### config.mk
export PLATFORM = sky130hd
export DESIGN_NAME = mem_stage_ctrl
export DESIGN_NICKNAME = d
export VERILOG_FILES = /design/src/rtl/mem_pkg.sv /design/src/rtl/mem_lane_align.sv /design/src/rtl/mem_stage_ctrl.sv
export SDC_FILE = /design/constraint.sdc
export NUM_CORES = 1
export LEC_CHECK = 0
export BUFFER_PORTS_ARGS = -buffer_cell sky130_fd_sc_hd__buf_2
export CORE_MARGIN = 1.5
export CORE_UTILIZATION = 45
export CTS_CLUSTER_SIZE = 10
export DETAILED_ROUTE_END_ITERATION = 16
export HOLD_SLACK_MARGIN = 0.12
export PLACE_DENSITY_LB_ADDON = 0.25
export SLEW_MARGIN = 10
export SYNTH_ARGS = -nofsm -noshare
export SYNTH_HDL_FRONTEND = slang
export SYNTH_SLANG_ARGS = --single-unit
### constraint.sdc
create_clock -name clk -period 7.1 [get_ports clk]
set_input_delay 0 -clock clk [delete_from_list [all_inputs] [get_ports clk]]
set_output_delay 0 -clock clk [all_outputs]
set_load 0.05 [all_outputs]
### src/rtl/mem_pkg.sv
// Shared definitions for the MEM stage controller and its lane-steering helper.
package mem_pkg;

  localparam logic [1:0] MEM_B = 2'b00;
  localparam logic [1:0] MEM_H = 2'b01;
  localparam logic [1:0] MEM_W = 2'b10;

  typedef enum logic [1:0] {
    IDLE = 2'd0,
    REQ  = 2'd1,
    RESP = 2'd2
  } mem_state_t;

endpackage

### src/rtl/mem_lane_align.sv
// Byte-lane steering for the data-RAM bus: store strobes and replication,
// load byte/half extraction with sign/zero extension, misalignment detect.
module mem_lane_align
  import mem_pkg::*;
(
  input  logic [1:0]  addr_lo,
  input  logic [1:0]  size,
  input  logic        sext,
  input  logic [31:0] wdata,
  input  logic [31:0] rdata,
  output logic [3:0]  wstrb,
  output logic [31:0] wdata_rep,
  output logic [31:0] rdata_ext,
  output logic        misalign
);

  logic [31:0] rd_shift;
  logic [7:0]  rd_byte;
  logic [15:0] rd_half;

  // Size 2'b11 falls into the default arm and behaves as a word access.
  always_comb begin
    rd_shift  = rdata >> {addr_lo, 3'b000};
    rd_byte   = rd_shift[7:0];
    rd_half   = addr_lo[1] ? rdata[31:16] : rdata[15:0];
    wstrb     = 4'b1111;
    wdata_rep = wdata;
    rdata_ext = rdata;
    misalign  = 1'b0;
    case (size)
      MEM_B: begin
        wstrb     = 4'b0001 << addr_lo;
        wdata_rep = {4{wdata[7:0]}};
        rdata_ext = {{24{sext & rd_byte[7]}}, rd_byte};
      end
      MEM_H: begin
        wstrb     = 4'b0011 << {addr_lo[1], 1'b0};
        wdata_rep = {2{wdata[15:0]}};
        rdata_ext = {{16{sext & rd_half[15]}}, rd_half};
        misalign  = addr_lo[0];
      end
      default: begin
        misalign = |addr_lo;
      end
    endcase
  end

endmodule

### src/rtl/mem_stage_ctrl.sv
// MEM pipeline stage sequencer: accepts one instruction from EX, runs the
// data-RAM req/ack handshake for loads/stores and hands a registered
// result bundle to WB.
//
// state | meaning
// IDLE  | ready for EX; accept latches the instruction
// REQ   | bus_req held with stable addr/we/wstrb/wdata until ack or timeout
// RESP  | one-cycle out_valid pulse to WB (suppressed when squashed)
module mem_stage_ctrl
  import mem_pkg::*;
#(
  parameter int ADDR_W  = 32,
  parameter int DATA_W  = 32,
  parameter int REG_W   = 5,
  parameter int TIMEOUT = 64
) (
  input  logic              clk,
  input  logic              rst,
  input  logic              in_valid,
  output logic              in_ready,
  input  logic [ADDR_W-1:0] in_pc,
  input  logic [31:0]       in_inst,
  input  logic              in_mem_en,
  input  logic              in_mem_we,
  input  logic [1:0]        in_mem_size,
  input  logic              in_mem_sext,
  input  logic [ADDR_W-1:0] in_addr,
  input  logic [DATA_W-1:0] in_wdata,
  input  logic [DATA_W-1:0] in_rw_data,
  input  logic [REG_W-1:0]  in_rw_addr,
  input  logic              in_rw_en,
  input  logic              flush,
  output logic              bus_req,
  output logic              bus_we,
  output logic [ADDR_W-1:0] bus_addr,
  output logic [3:0]        bus_wstrb,
  output logic [DATA_W-1:0] bus_wdata,
  input  logic              bus_ack,
  input  logic [DATA_W-1:0] bus_rdata,
  output logic              out_valid,
  output logic [ADDR_W-1:0] out_pc,
  output logic [31:0]       out_inst,
  output logic              out_ram_rd_en,
  output logic [DATA_W-1:0] out_rw_data,
  output logic [REG_W-1:0]  out_rw_addr,
  output logic              out_rw_en,
  output logic              exc_ale,
  output logic              exc_buserr
);

  localparam int CNT_W = $clog2(TIMEOUT + 1);
  localparam logic [CNT_W-1:0] CNT_LAST = CNT_W'(TIMEOUT - 1);

  mem_state_t state_q, state_d;

  logic [ADDR_W-1:0] pc_q, addr_q;
  logic [31:0]       inst_q;
  logic              we_q, sext_q, rw_en_q, squash_q;
  logic [1:0]        size_q;
  logic [DATA_W-1:0] wdata_q, rw_data_q;
  logic [REG_W-1:0]  rw_addr_q;
  logic [CNT_W-1:0]  cnt_q;

  logic        accept, timeout, misalign;
  logic [1:0]  al_addr_lo, al_size;
  logic [3:0]  al_wstrb;
  logic [31:0] al_wdata, al_rdata;

  // In IDLE the aligner looks at the incoming op (misalign check); afterwards
  // at the latched op so the bus fields stay stable while in_* wander.
  assign al_addr_lo = (state_q == IDLE) ? in_addr[1:0] : addr_q[1:0];
  assign al_size    = (state_q == IDLE) ? in_mem_size  : size_q;

  mem_lane_align u_align (
    .addr_lo   (al_addr_lo),
    .size      (al_size),
    .sext      (sext_q),
    .wdata     (wdata_q),
    .rdata     (bus_rdata),
    .wstrb     (al_wstrb),
    .wdata_rep (al_wdata),
    .rdata_ext (al_rdata),
    .misalign  (misalign)
  );

  assign in_ready  = (state_q == IDLE);
  assign bus_req   = (state_q == REQ);
  assign bus_we    = we_q;
  assign bus_addr  = {addr_q[ADDR_W-1:2], 2'b00};
  assign bus_wstrb = we_q ? al_wstrb : 4'b0000;
  assign bus_wdata = al_wdata;
  assign out_valid = (state_q == RESP) && !squash_q && !flush;

  // State register.
  always_ff @(posedge clk) begin
    if (rst) state_q <= IDLE;
    else     state_q <= state_d;
  end

  // Next-state logic; ack wins over timeout on the final REQ cycle.
  always_comb begin
    state_d = state_q;
    accept  = 1'b0;
    timeout = 1'b0;
    case (state_q)
      IDLE: begin
        if (in_valid && !flush) begin
          accept  = 1'b1;
          state_d = (in_mem_en && !misalign) ? REQ : RESP;
        end
      end
      REQ: begin
        if (bus_ack) begin
          state_d = RESP;
        end else if (cnt_q == CNT_LAST) begin
          timeout = 1'b1;
          state_d = RESP;
        end
      end
      RESP:    state_d = IDLE;
      default: state_d = IDLE;
    endcase
  end

  // Instruction latch, timeout counter, squash bit and the WB result bundle.
  always_ff @(posedge clk) begin
    if (rst) begin
      pc_q          <= '0;
      inst_q        <= '0;
      we_q          <= 1'b0;
      size_q        <= MEM_W;
      sext_q        <= 1'b0;
      addr_q        <= '0;
      wdata_q       <= '0;
      rw_data_q     <= '0;
      rw_addr_q     <= '0;
      rw_en_q       <= 1'b0;
      squash_q      <= 1'b0;
      cnt_q         <= '0;
      out_pc        <= '0;
      out_inst      <= '0;
      out_ram_rd_en <= 1'b0;
      out_rw_data   <= '0;
      out_rw_addr   <= '0;
      out_rw_en     <= 1'b0;
      exc_ale       <= 1'b0;
      exc_buserr    <= 1'b0;
    end else begin
      case (state_q)
        IDLE: begin
          cnt_q    <= '0;
          squash_q <= 1'b0;
          if (accept) begin
            pc_q      <= in_pc;
            inst_q    <= in_inst;
            we_q      <= in_mem_we;
            size_q    <= in_mem_size;
            sext_q    <= in_mem_sext;
            addr_q    <= in_addr;
            wdata_q   <= in_wdata;
            rw_data_q <= in_rw_data;
            rw_addr_q <= in_rw_addr;
            rw_en_q   <= in_rw_en;
            if (!in_mem_en || misalign) begin
              out_pc        <= in_pc;
              out_inst      <= in_inst;
              out_rw_data   <= in_rw_data;
              out_rw_addr   <= in_rw_addr;
              out_rw_en     <= in_rw_en && !in_mem_en;
              out_ram_rd_en <= in_mem_en && !in_mem_we;
              exc_ale       <= in_mem_en;
              exc_buserr    <= 1'b0;
            end
          end
        end
        REQ: begin
          cnt_q <= cnt_q + CNT_W'(1);
          if (flush) squash_q <= 1'b1;
          if ((bus_ack || timeout) && !(squash_q || flush)) begin
            out_pc        <= pc_q;
            out_inst      <= inst_q;
            out_rw_addr   <= rw_addr_q;
            out_ram_rd_en <= !we_q;
            exc_ale       <= 1'b0;
            exc_buserr    <= !bus_ack;
            if (bus_ack && !we_q) begin
              out_rw_data <= al_rdata;
              out_rw_en   <= rw_en_q;
            end else begin
              out_rw_data <= rw_data_q;
              out_rw_en   <= 1'b0;
            end
          end
        end
        default: ;
      endcase
    end
  end

endmodule

==> results.yml, run 1 <==
final_layout:
  syn2layout_area_growth_pct: 37.70
  final_net_count: 2325
  ratio_of_cells_with_drive_above_1_in_the_final_layout_pct: 22.15
  final_common_cell: "sky130_fd_sc_hd__nand2_1"
  layout_common_cells: "553 x sky130_fd_sc_hd__nand2_1, 381 x sky130_fd_sc_hd__buf_2, 285 x sky130_fd_sc_hd__dfxtp_1"
  layout.cells.non_filler: 2511
  n_fill_cell: 2443
synth:
  syn_area_um2: 12690
  synth_cell_types: 66
  synth_edf_count: 0
  syn-instance-count: 1647
  synth_area_per_cell_um2: 7.703
  cell_taking_the_most_area_after_synthesis: "sky130_fd_sc_hd__dfxtp_1"
  synth-warning-count: 0
  ys_async_sr_fraction_pct: 0
  yosysTopAreaCellShare_pct: 44.97
  synth-seq-cells: 285
  netlist_top_cells_area: "sky130_fd_sc_hd__dfxtp_1 45%, sky130_fd_sc_hd__nand2_1 16%, sky130_fd_sc_hd__a21oi_1 7.0%"
  seq_area_frac_synth_pct: 44.97
  synth_ff_type: "sky130_fd_sc_hd__dfxtp_1"
sta:
  max_freq_ghz: 0.2234
  timing_hold_violations_final: 0
  timing.final.crit_share_pct: 63.05
  fin_skew_ns: 0.01181
  rsz_0062_raised_after_global_routing: "no"
  clock_period_minus_worst_slack_ns: 4.477
  setup_viol: 0
  finalHoldWorstSlack_ns: 0.2328
  finalSetupTns_ns: 0
  setup_slack_ns: 2.623
  timing.slew.headroom_pct: 16.72
  finalMaxSlewViolations: 0
  max_slew.worst_pin.slew_ns: 1.241
clocking:
  clk_transition_reported_paths_ns: 0.06
  clock_tree.buffer_depth: 3
  post-cts-setup-buffer-count: 0
  clk_latency_ns: 0.51
  clock_tree_from_tritoncts: "done"
  count_of_h_tree_levels_built_during_cts: 2
  cts_made_buffers: 35
  tritoncts_num_sinks: 285
  clock_root_cell: "sky130_fd_sc_hd__clkbuf_16"
detailed_routing:
  drt-wirelength-per-cell_um: 16.87
  antenna_left: 0
  via_per_inst: 5.413
  route.vias.total: 13591
  route.final.wire_length_um: 42360
  remaining_drc_errors: 0
  drt_pass1_iterations: 5
  drt_iter0_markers: 1215
global_routing:
  first_pass_grt_wire_length_um: 65690
  grt_util_all_layers_pct: 27.85
  number_of_global_route_vias_before_repair: 12825
  grt_antenna_before_repair: 8
  grt_max_degree: 137
  globalRoute.totalOverflow: 0
die:
  die-height_um: 170.9
  overall_die_area_um2: 29210
  pin_count: 385
  floorplan.initialDensity_pct: 45.67
  die_w_um: 170.9
  core_region_area_um2: 27780
  row_count: 61
worst_hold_path:
  min-delay-path-class: "in -> reg"
  hold_wc_startpoint: "bus_rdata[15]"
setup_path:
  crit_path_end_kind: "register"
  cp_launch_type: "register"
  worst_setup_path_startpoint: "state_q[1]"
  worst_path_class_setup: "reg -> reg"
  cp.arrival_ns: 4.94
  critical_path_required_ns: 7.56
  reg2reg_setup_slack_ns: 2.62
  regToRegStartpoint: "state_q[1]"
  crit_path_max_fanout: 21
power:
  worst_ir_drop_vdd_uv: 188.5
  power_density_nw_per_um2: 242.8
  totalPowerFinal_mw: 4.241
  cellLeakagePower_nw: 7.424
place:
  port_buffers: 382
  pre_cts_ws_ns: 3.298
  post-dp-hpwl_um: 25390
  gpl.final_weighted_congestion: 0.9052
  placedCellCount: 2244
job:
  cap_viol_max_count: 0
status:
  run_status: "completed"
synth_stat cells, types with 14 or more instances:
cell type,number
sky130_fd_sc_hd__buf_2,22
sky130_fd_sc_hd__a211o_1,14
sky130_fd_sc_hd__nor2_1,112
sky130_fd_sc_hd__inv_1,22
sky130_fd_sc_hd__a21oi_1,177
sky130_fd_sc_hd__o22a_1,16
sky130_fd_sc_hd__dfxtp_1,285
sky130_fd_sc_hd__a211oi_1,14
sky130_fd_sc_hd__mux2i_1,18
sky130_fd_sc_hd__a22oi_1,21
sky130_fd_sc_hd__nand2_1,553
sky130_fd_sc_hd__a221oi_1,15
sky130_fd_sc_hd__buf_4,41
sky130_fd_sc_hd__a311oi_1,71
sky130_fd_sc_hd__clkbuf_1,105
sky130_fd_sc_hd__o21ai_0,24
worst max-delay path: stages (launching register included):
cell and delay, ns:
sky130_fd_sc_hd__dfxtp_1 0.77, sky130_fd_sc_hd__nor3b_1 0.17, sky130_fd_sc_hd__nor2_1 0.91, sky130_fd_sc_hd__o211ai_1 0.63
sky130_fd_sc_hd__a211oi_1 0.41, sky130_fd_sc_hd__o311ai_0 0.17, sky130_fd_sc_hd__dlygate4sd3_1 0.62, sky130_fd_sc_hd__a31oi_1 0.18
sky130_fd_sc_hd__dlygate4sd3_1 0.56
cells by family after synthesis:
family	Yosys count	share of synthesized area, %
AOI/OAI and AO/OA	417	22.94
xor gates and xnor gates	5	0.3452
adders and majority gates	1	0.09860
buffers and inverters	199	7.673
DFF	285	44.97
muxes	20	1.617
other	1	0.02956
and+or+nand+nor	719	22.33
where the power goes:
| group | total, mW | switching, mW | internal [mW] |
|---|---|---|---|
| Sequential | 1.75 | 0.0555 | 1.70 |
| Clock | 1.61 | 0.659 | 0.951 |
| Combinational | 0.878 | 0.588 | 0.291 |
per-layer routing:
layer / global-route usage, % / part of all wire (%)
met5: 0 / 0.045
met4: 14.11 / 4.7
met3: 7.055 / 8.3
met2: 45.80 / 46
met1: 33.74 / 41
metrics by stage:
stage                     util (%)  instance area [um2]
after floorplan                  -                12690
after global placement       51.54                14320
after detailed placement     51.54                14320
after CTS                    62.82                17450
after global routing         62.89                17470
final                        62.89                17470
flip-flops by register name, summed over array words and instances, names as in the netlist, 32 cells and up:
name,count
pc_q,32
inst_q,32
wdata_q,32
addr_q,32
out_pc,32
out_rw_data,32
out_inst,32
rw_data_q,32
path summary, 6_finish.rpt:
check                     to  depth (start not counted)
max           out_rw_data[1]                          8
min          out_rw_data[15]                          6
max reg2reg   out_rw_data[1]                          8
min reg2reg       addr_q[20]                          2
final cells by class:
class,count,area [um2],area share (%)
antenna,7,17.52,0.1003
tap,378,473.0,2.707
sequential,285,5705,32.66
clock buffer,44,970.9,5.558
multi-input combinational,1164,6035,34.54
timing repair buffer,606,4148,23.74
clock inverter,3,30.03,0.1719
inverter,24,91.34,0.5228
what timing repair did:
action | in CTS | in global routing
hold endpoints to repair | 279 | 0
hold buffers | 213 | 0
gates resized for setup | 0 | 0
Power figures use the tool's default switching activity.
==> inputs of run 2 (changes only) <==
- clock period: 7.1 -> 4 ns (I/O delays scaled with it)
==> run 2 against run 1 <==
Net effect: wire length fell by 0.31%; via count is 0.65% higher; sequential share of layout area down 0.38 points; core utilization grew 0.75 points; final cell count rose by 0.56%; combinational power rose by 80%; global-route usage decreased by 0.23 points; critical endpoint unchanged; largest power group unchanged; highest routed layer is now met4.
==> results.yml, run 2 (synthesis results as in run 1) <==
final_layout:
  n_fill_cell: 2371
  layout_common_cells: "553 x sky130_fd_sc_hd__nand2_1, 381 x sky130_fd_sc_hd__buf_2, 284 x sky130_fd_sc_hd__dfxtp_1"
  syn2layout_area_growth_pct: 39.34
  design_area_um2: 17680
  final_common_cell: "sky130_fd_sc_hd__nand2_1"
  layout.core_utilization_pct: 63.63
  layout.cells.non_filler: 2525
  ratio_of_cells_with_drive_above_1_in_the_final_layout_pct: 22.24
  multi_input_area_um2: 6043
  final_net_count: 2344
  ff_latch_area_um2: 5707
setup_path:
  crit_path_end_kind: "register"
  crit_path_max_incr_delay_ns: 0.76
  critical-path-top-cell-by-count: "sky130_fd_sc_hd__dlygate4sd3_1"
  cp.arrival_ns: 4.00
  chain_of_cells_forming_the_critical_path: "nand2b_4 -> clkinv_2 -> buf_4 -> o21ai_0 -> a211oi_1 -> o311ai_0 -> dlygate4sd3_1 -> a31oi_1 -> dlygate4sd3_1"
  worst_path_class_setup: "reg -> reg"
  critical_path_required_ns: 4.38
  cp_launch_type: "register"
  master_of_the_slowest_instance_on_the_critical_path: "sky130_fd_sc_hd__dfxtp_1"
  crit_path_max_fanout: 27
detailed_routing:
  remaining_drc_errors: 0
  drt_iter0_markers: 1063
  drt_pass1_iterations: 5
  drt-wirelength-per-cell_um: 16.72
  route.vias.total: 13679
  antenna_left: 0
  via_per_inst: 5.417
  route.final.wire_length_um: 42230
place:
  post-dp-hpwl_um: 25150
  port_buffers: 382
  gpl.final_weighted_congestion: 0.9050
  pre_cts_ws_ns: 0.8587
  placedCellCount: 2250
  detailed_place.area_um2: 14430
die:
  overall_die_area_um2: 29210
  pin_count: 385
  row_count: 61
  core_region_area_um2: 27780
  floorplan.initialDensity_pct: 45.67
  die-height_um: 170.9
  die_w_um: 170.9
clocking:
  clk_transition_reported_paths_ns: 0.06
  cts_made_buffers: 35
  clk_latency_ns: 0.51
  clock_tree_from_tritoncts: "done"
  post-cts-setup-buffer-count: 0
  clock_root_cell: "sky130_fd_sc_hd__clkbuf_16"
  tritoncts_num_sinks: 285
  count_of_h_tree_levels_built_during_cts: 2
  clock_tree.buffer_depth: 3
global_routing:
  grt_util_all_layers_pct: 27.61
  first_pass_grt_wire_length_um: 65310
  grt_antenna_before_repair: 2
  grt_max_degree: 150
  number_of_global_route_vias_before_repair: 13122
  globalRoute.totalOverflow: 0
sta:
  max_freq_ghz: 0.2763
  finalHoldWorstSlack_ns: 0.1708
  finalSetupTns_ns: 0
  fin_skew_ns: 0.01204
  setup_slack_ns: 0.3810
  timing_hold_violations_final: 0
  max_slew.worst_pin.slew_ns: 1.001
  clock_period_minus_worst_slack_ns: 3.619
  setup_viol: 0
  finalMaxSlewViolations: 0
  rsz_0062_raised_after_global_routing: "no"
  timing.slew.headroom_pct: 33.27
  timing.final.crit_share_pct: 90.47
power:
  totalPowerFinal_mw: 7.497
  power_density_nw_per_um2: 424.1
  cellLeakagePower_nw: 7.466
  worst_ir_drop_vdd_uv: 360.5
job:
  cap_viol_max_count: 0
worst_hold_path:
  min-delay-path-class: "in -> reg"
status:
  run_status: "completed"
## run 2: cell count changes in the layout (fill, tap and decap cells not counted), moves of 2 or more
| cell | previous run | this run |
|---|---|---|
| sky130_fd_sc_hd__dlygate4sd3_1 | 213 | 225 |
| sky130_fd_sc_hd__buf_12 | 1 | 6 |
| sky130_fd_sc_hd__clkbuf_1 | 4 | 6 |
| sky130_fd_sc_hd__diode_2 | 7 | 2 |
| sky130_fd_sc_hd__clkbuf_8 | 5 | 3 |
## run 2: critical path: cells and delay by family (launching register included)
| family | cells | cell delay, ns |
|---|---|---|
| AOI/OAI and AO/OA | 4 | 0.43 |
| buffers and inverters | 4 | 1.78 |
| DFF | 1 | 0.76 |
| and+or+nand+nor | 1 | 0.52 |
## run 2: worst paths after layout
check | from | endpoint | slack [ns] | depth (start not counted)
setup reg to reg | state_q[1] | out_rw_data[1] | 0.38 | 9
hold reg to reg | inst_q[13] | inst_q[13] | 0.45 | 2
setup / recovery | state_q[1] | out_rw_data[1] | 0.38 | 9
hold / removal | rst | cnt_q[1] | 0.17 | 2
## run 2: cell type report
cell class	instances	share of cell area [%]
well taps	378	2.675
multi-input cells	1165	34.19
clock inverters	3	0.1840
flip-flops and latches	285	32.28
inverters	24	0.5167
repair buffers	624	24.75
diodes	2	0.02831
clock buffers	44	5.379
## run 2: where the power goes
| part | switching, mW | internal (mW) |
|---|---|---|
| Sequential | 0.0978 | 3.01 |
| Combinational | 1.05 | 0.533 |
| Clock | 1.15 | 1.66 |
## run 2: layer usage
metal  vias to the layer above  part of all wire (%)  track usage [%]
li1                       6558                     -                -
met1                      6379                    40            33.70
met2                       603                    47            45.73
met3                       139                   8.8            6.500
met4                         0                   4.3            13.54
met5                         -                     0                0
## run 2: repair_timing
action | in CTS | in global routing
hold buffers | 225 | 0
hold endpoints to repair | 278 | 0
resized for setup | 0 | 1
setup endpoints to repair | 0 | 1
==> inputs of run 3 (changes only) <==
- ABC_AREA: not set -> 1
- CTS_CLUSTER_SIZE: 10 -> 14
- SLEW_MARGIN: 10 -> 30
==> run 3 against run 2 <==
Net effect: first-iteration DRC count is 1.1% higher; sequential power grew 2%; fmax hardly changed; non-clock buffer count down 14; die area is 1.4% higher; via count rose by 2.7%; register-to-register slack hardly changed; final cell count up 9.0%; core utilization about the same; count of clock-buffer cells in the layout up 3; flip-flop and latch count unchanged.
==> results.yml, run 3 <==
worst_hold_path:
  min-delay-path-class: "in -> reg"
synth:
  synth-warning-count: 0
  cell_taking_the_most_area_after_synthesis: "sky130_fd_sc_hd__dfxtp_1"
  yosysTopAreaCellShare_pct: 44.32
  seq_area_frac_synth_pct: 44.32
  synth_common_cells: "427 x sky130_fd_sc_hd__nand2_1, 285 x sky130_fd_sc_hd__dfxtp_1, 274 x sky130_fd_sc_hd__o21ai_0, 258 x sky130_fd_sc_hd__a21oi_1, 233 x sky130_fd_sc_hd__nor2_1"
  synth_ff_type: "sky130_fd_sc_hd__dfxtp_1"
  syn_area_um2: 12870
  netlist_top_cells_area: "sky130_fd_sc_hd__dfxtp_1 44%, sky130_fd_sc_hd__nand2_1 12%, sky130_fd_sc_hd__o21ai_0 11%"
  synth_cell_types: 35
  synth_area_per_cell_um2: 6.847
  post-synth-top-count-cell: "sky130_fd_sc_hd__nand2_1"
  synth_edf_count: 0
  syn-instance-count: 1880
  synth-seq-cells: 285
  ys_async_sr_fraction_pct: 0
detailed_routing:
  remaining_drc_errors: 0
  route.vias.total: 14048
  antenna_left: 0
  drt_pass1_iterations: 7
  drt_iter0_markers: 1075
  via_per_inst: 5.103
  route.final.wire_length_um: 41710
  drt-wirelength-per-cell_um: 15.15
place:
  port_buffers: 382
  post-dp-hpwl_um: 24980
  gpl.final_weighted_congestion: 0.8892
  placedCellCount: 2478
power:
  totalPowerFinal_mw: 8.160
  worst_ir_drop_vdd_uv: 426.1
  power_density_nw_per_um2: 459.2
  cellLeakagePower_nw: 8.113
global_routing:
  grt_util_all_layers_pct: 26.86
  number_of_global_route_vias_before_repair: 13199
  grt_antenna_before_repair: 3
  grt_max_degree: 251
  first_pass_grt_wire_length_um: 64400
  globalRoute.totalOverflow: 0
clocking:
  clk_latency_ns: 0.56
  clock_tree.buffer_depth: 3
  cts_made_buffers: 31
  clock_tree_from_tritoncts: "done"
  count_of_h_tree_levels_built_during_cts: 1
  clk_transition_reported_paths_ns: 0.06
  tritoncts_num_sinks: 285
  post-cts-setup-buffer-count: 0
  cts.repair.resized: 0
  clock_root_cell: "sky130_fd_sc_hd__clkbuf_16"
job:
  cap_viol_max_count: 0
final_layout:
  layout_common_cells: "426 x sky130_fd_sc_hd__nand2_1, 382 x sky130_fd_sc_hd__buf_2, 285 x sky130_fd_sc_hd__dfxtp_1"
  layout.core_utilization_pct: 63.61
  syn2layout_area_growth_pct: 38.03
  ratio_of_cells_with_drive_above_1_in_the_final_layout_pct: 19.65
  final_common_cell: "sky130_fd_sc_hd__nand2_1"
  n_fill_cell: 2485
  layout.cells.non_filler: 2753
  final_net_count: 2558
setup_path:
  critical_path_required_ns: 4.44
  cp_launch_type: "register"
  critical-path-top-cell-by-count: "sky130_fd_sc_hd__nand2_1"
  worst_path_class_setup: "reg -> reg"
  master_of_the_slowest_instance_on_the_critical_path: "sky130_fd_sc_hd__dfxtp_1"
  crit_path_max_incr_delay_ns: 0.58
  crit_path_max_fanout: 136
  cp.arrival_ns: 4.06
  crit_path_end_kind: "register"
  chain_of_cells_forming_the_critical_path: "inv_2 -> nand2_2 -> nand2_1 -> nand2_1 -> nand2_1 -> nand2_1 -> nand4_2 -> nand3_4 -> buf_12 -> nand2_1 -> nand2_1 -> a21oi_1 -> dlygate4sd3_1"
sta:
  clock_period_minus_worst_slack_ns: 3.620
  finalMaxSlewViolations: 0
  setup_viol: 0
  finalSetupTns_ns: 0
  finalHoldWorstSlack_ns: 0.1488
  rsz_0062_raised_after_global_routing: "no"
  timing.slew.headroom_pct: 35.97
  timing.final.crit_share_pct: 90.51
  timing_hold_violations_final: 0
  fin_skew_ns: 0.01048
  max_freq_ghz: 0.2762
  max_slew.worst_pin.slew_ns: 0.9605
die:
  floorplan.initialDensity_pct: 46.08
  die-height_um: 172.1
  overall_die_area_um2: 29630
  die_w_um: 172.1
  pin_count: 385
  row_count: 61
  core_region_area_um2: 27930
status:
  run_status: "completed"
## run 3: repair_timing
| action | in CTS | in global routing |
|---|---|---|
| hold buffers | 215 | 0 |
| endpoints found under the hold margin | 278 | 0 |
| endpoints found under the setup margin | 0 | 0 |
## run 3: cell families (layout without fill, tap and decap cells)
| group | count (synthesis) | in the layout | share of synthesized area, % |
|---|---|---|---|
| AND/OR/NAND/NOR | 710 | 710 | 21.82 |
| AO/OA/AOI/OAI | 558 | 558 | 22.20 |
| buffers and inverters | 324 | 815 | 11.46 |
| flip-flops | 285 | 285 | 44.32 |
| adder cells (fa/ha/maj) | 1 | 1 | 0.09719 |
| other | 1 | 5 | 0.02913 |
| XOR/XNOR | 1 | 1 | 0.06805 |
## run 3: layout make-up
class	count	area, um2	share of cell area, %
Sequential cell	285	5705	32.11
Timing Repair Buffer	610	4248	23.91
Tap cell	378	473.0	2.662
Clock buffer	47	905.9	5.098
Inverter	149	566.8	3.190
Clock inverter	9	148.9	0.8380
Antenna cell	3	7.507	0.04225
Multi-Input combinational cell	1272	5713	32.15
## run 3: metrics by stage
step	setup WS [ns]	instance area [um2]
2_1_floorplan	1.439	12880
3_3_place_gp	1.148	14520
3_5_place_dp	1.045	14530
4_1_cts	0.5180	17730
5_1_grt	0.1946	17770
6_report	0.3796	17770
## run 3: path summary, 6_finish.rpt
kind,startpoint,to,slack (ns),cells past startpoint
worst max-delay path,state_q[1],out_rw_data[8],0.38,13
worst max register to register,state_q[1],out_rw_data[8],0.38,13
worst min-delay path,rst,pc_q[30],0.15,4
worst min register to register,pc_q[12],pc_q[12],0.45,2
## run 3: layer usage
metal | share of wire (%) | vias to the layer above | GRT usage [%]
met5 | 0.031 | - | 0
met3 | 7.8 | 125 | 5.539
met1 | 42 | 6369 | 32.59
met2 | 46 | 600 | 45.77
li1 | - | 6952 | -
met4 | 3.9 | 2 | 12.06
## run 3: power by group
| part | switching (mW) | internal [mW] |
|---|---|---|
| registers | 0.112 | 3.07 |
| clock network | 1.16 | 1.81 |
| logic | 1.38 | 0.629 |
| total | 2.66 | 5.50 |
## run 3: worst max-delay path: cells and delay by family, from the launching register on
family | cells | cell delay (ns)
simple gates | 9 | 1.53
buf+inv | 3 | 1.17
flops | 1 | 0.58
compound gates | 1 | 0.05
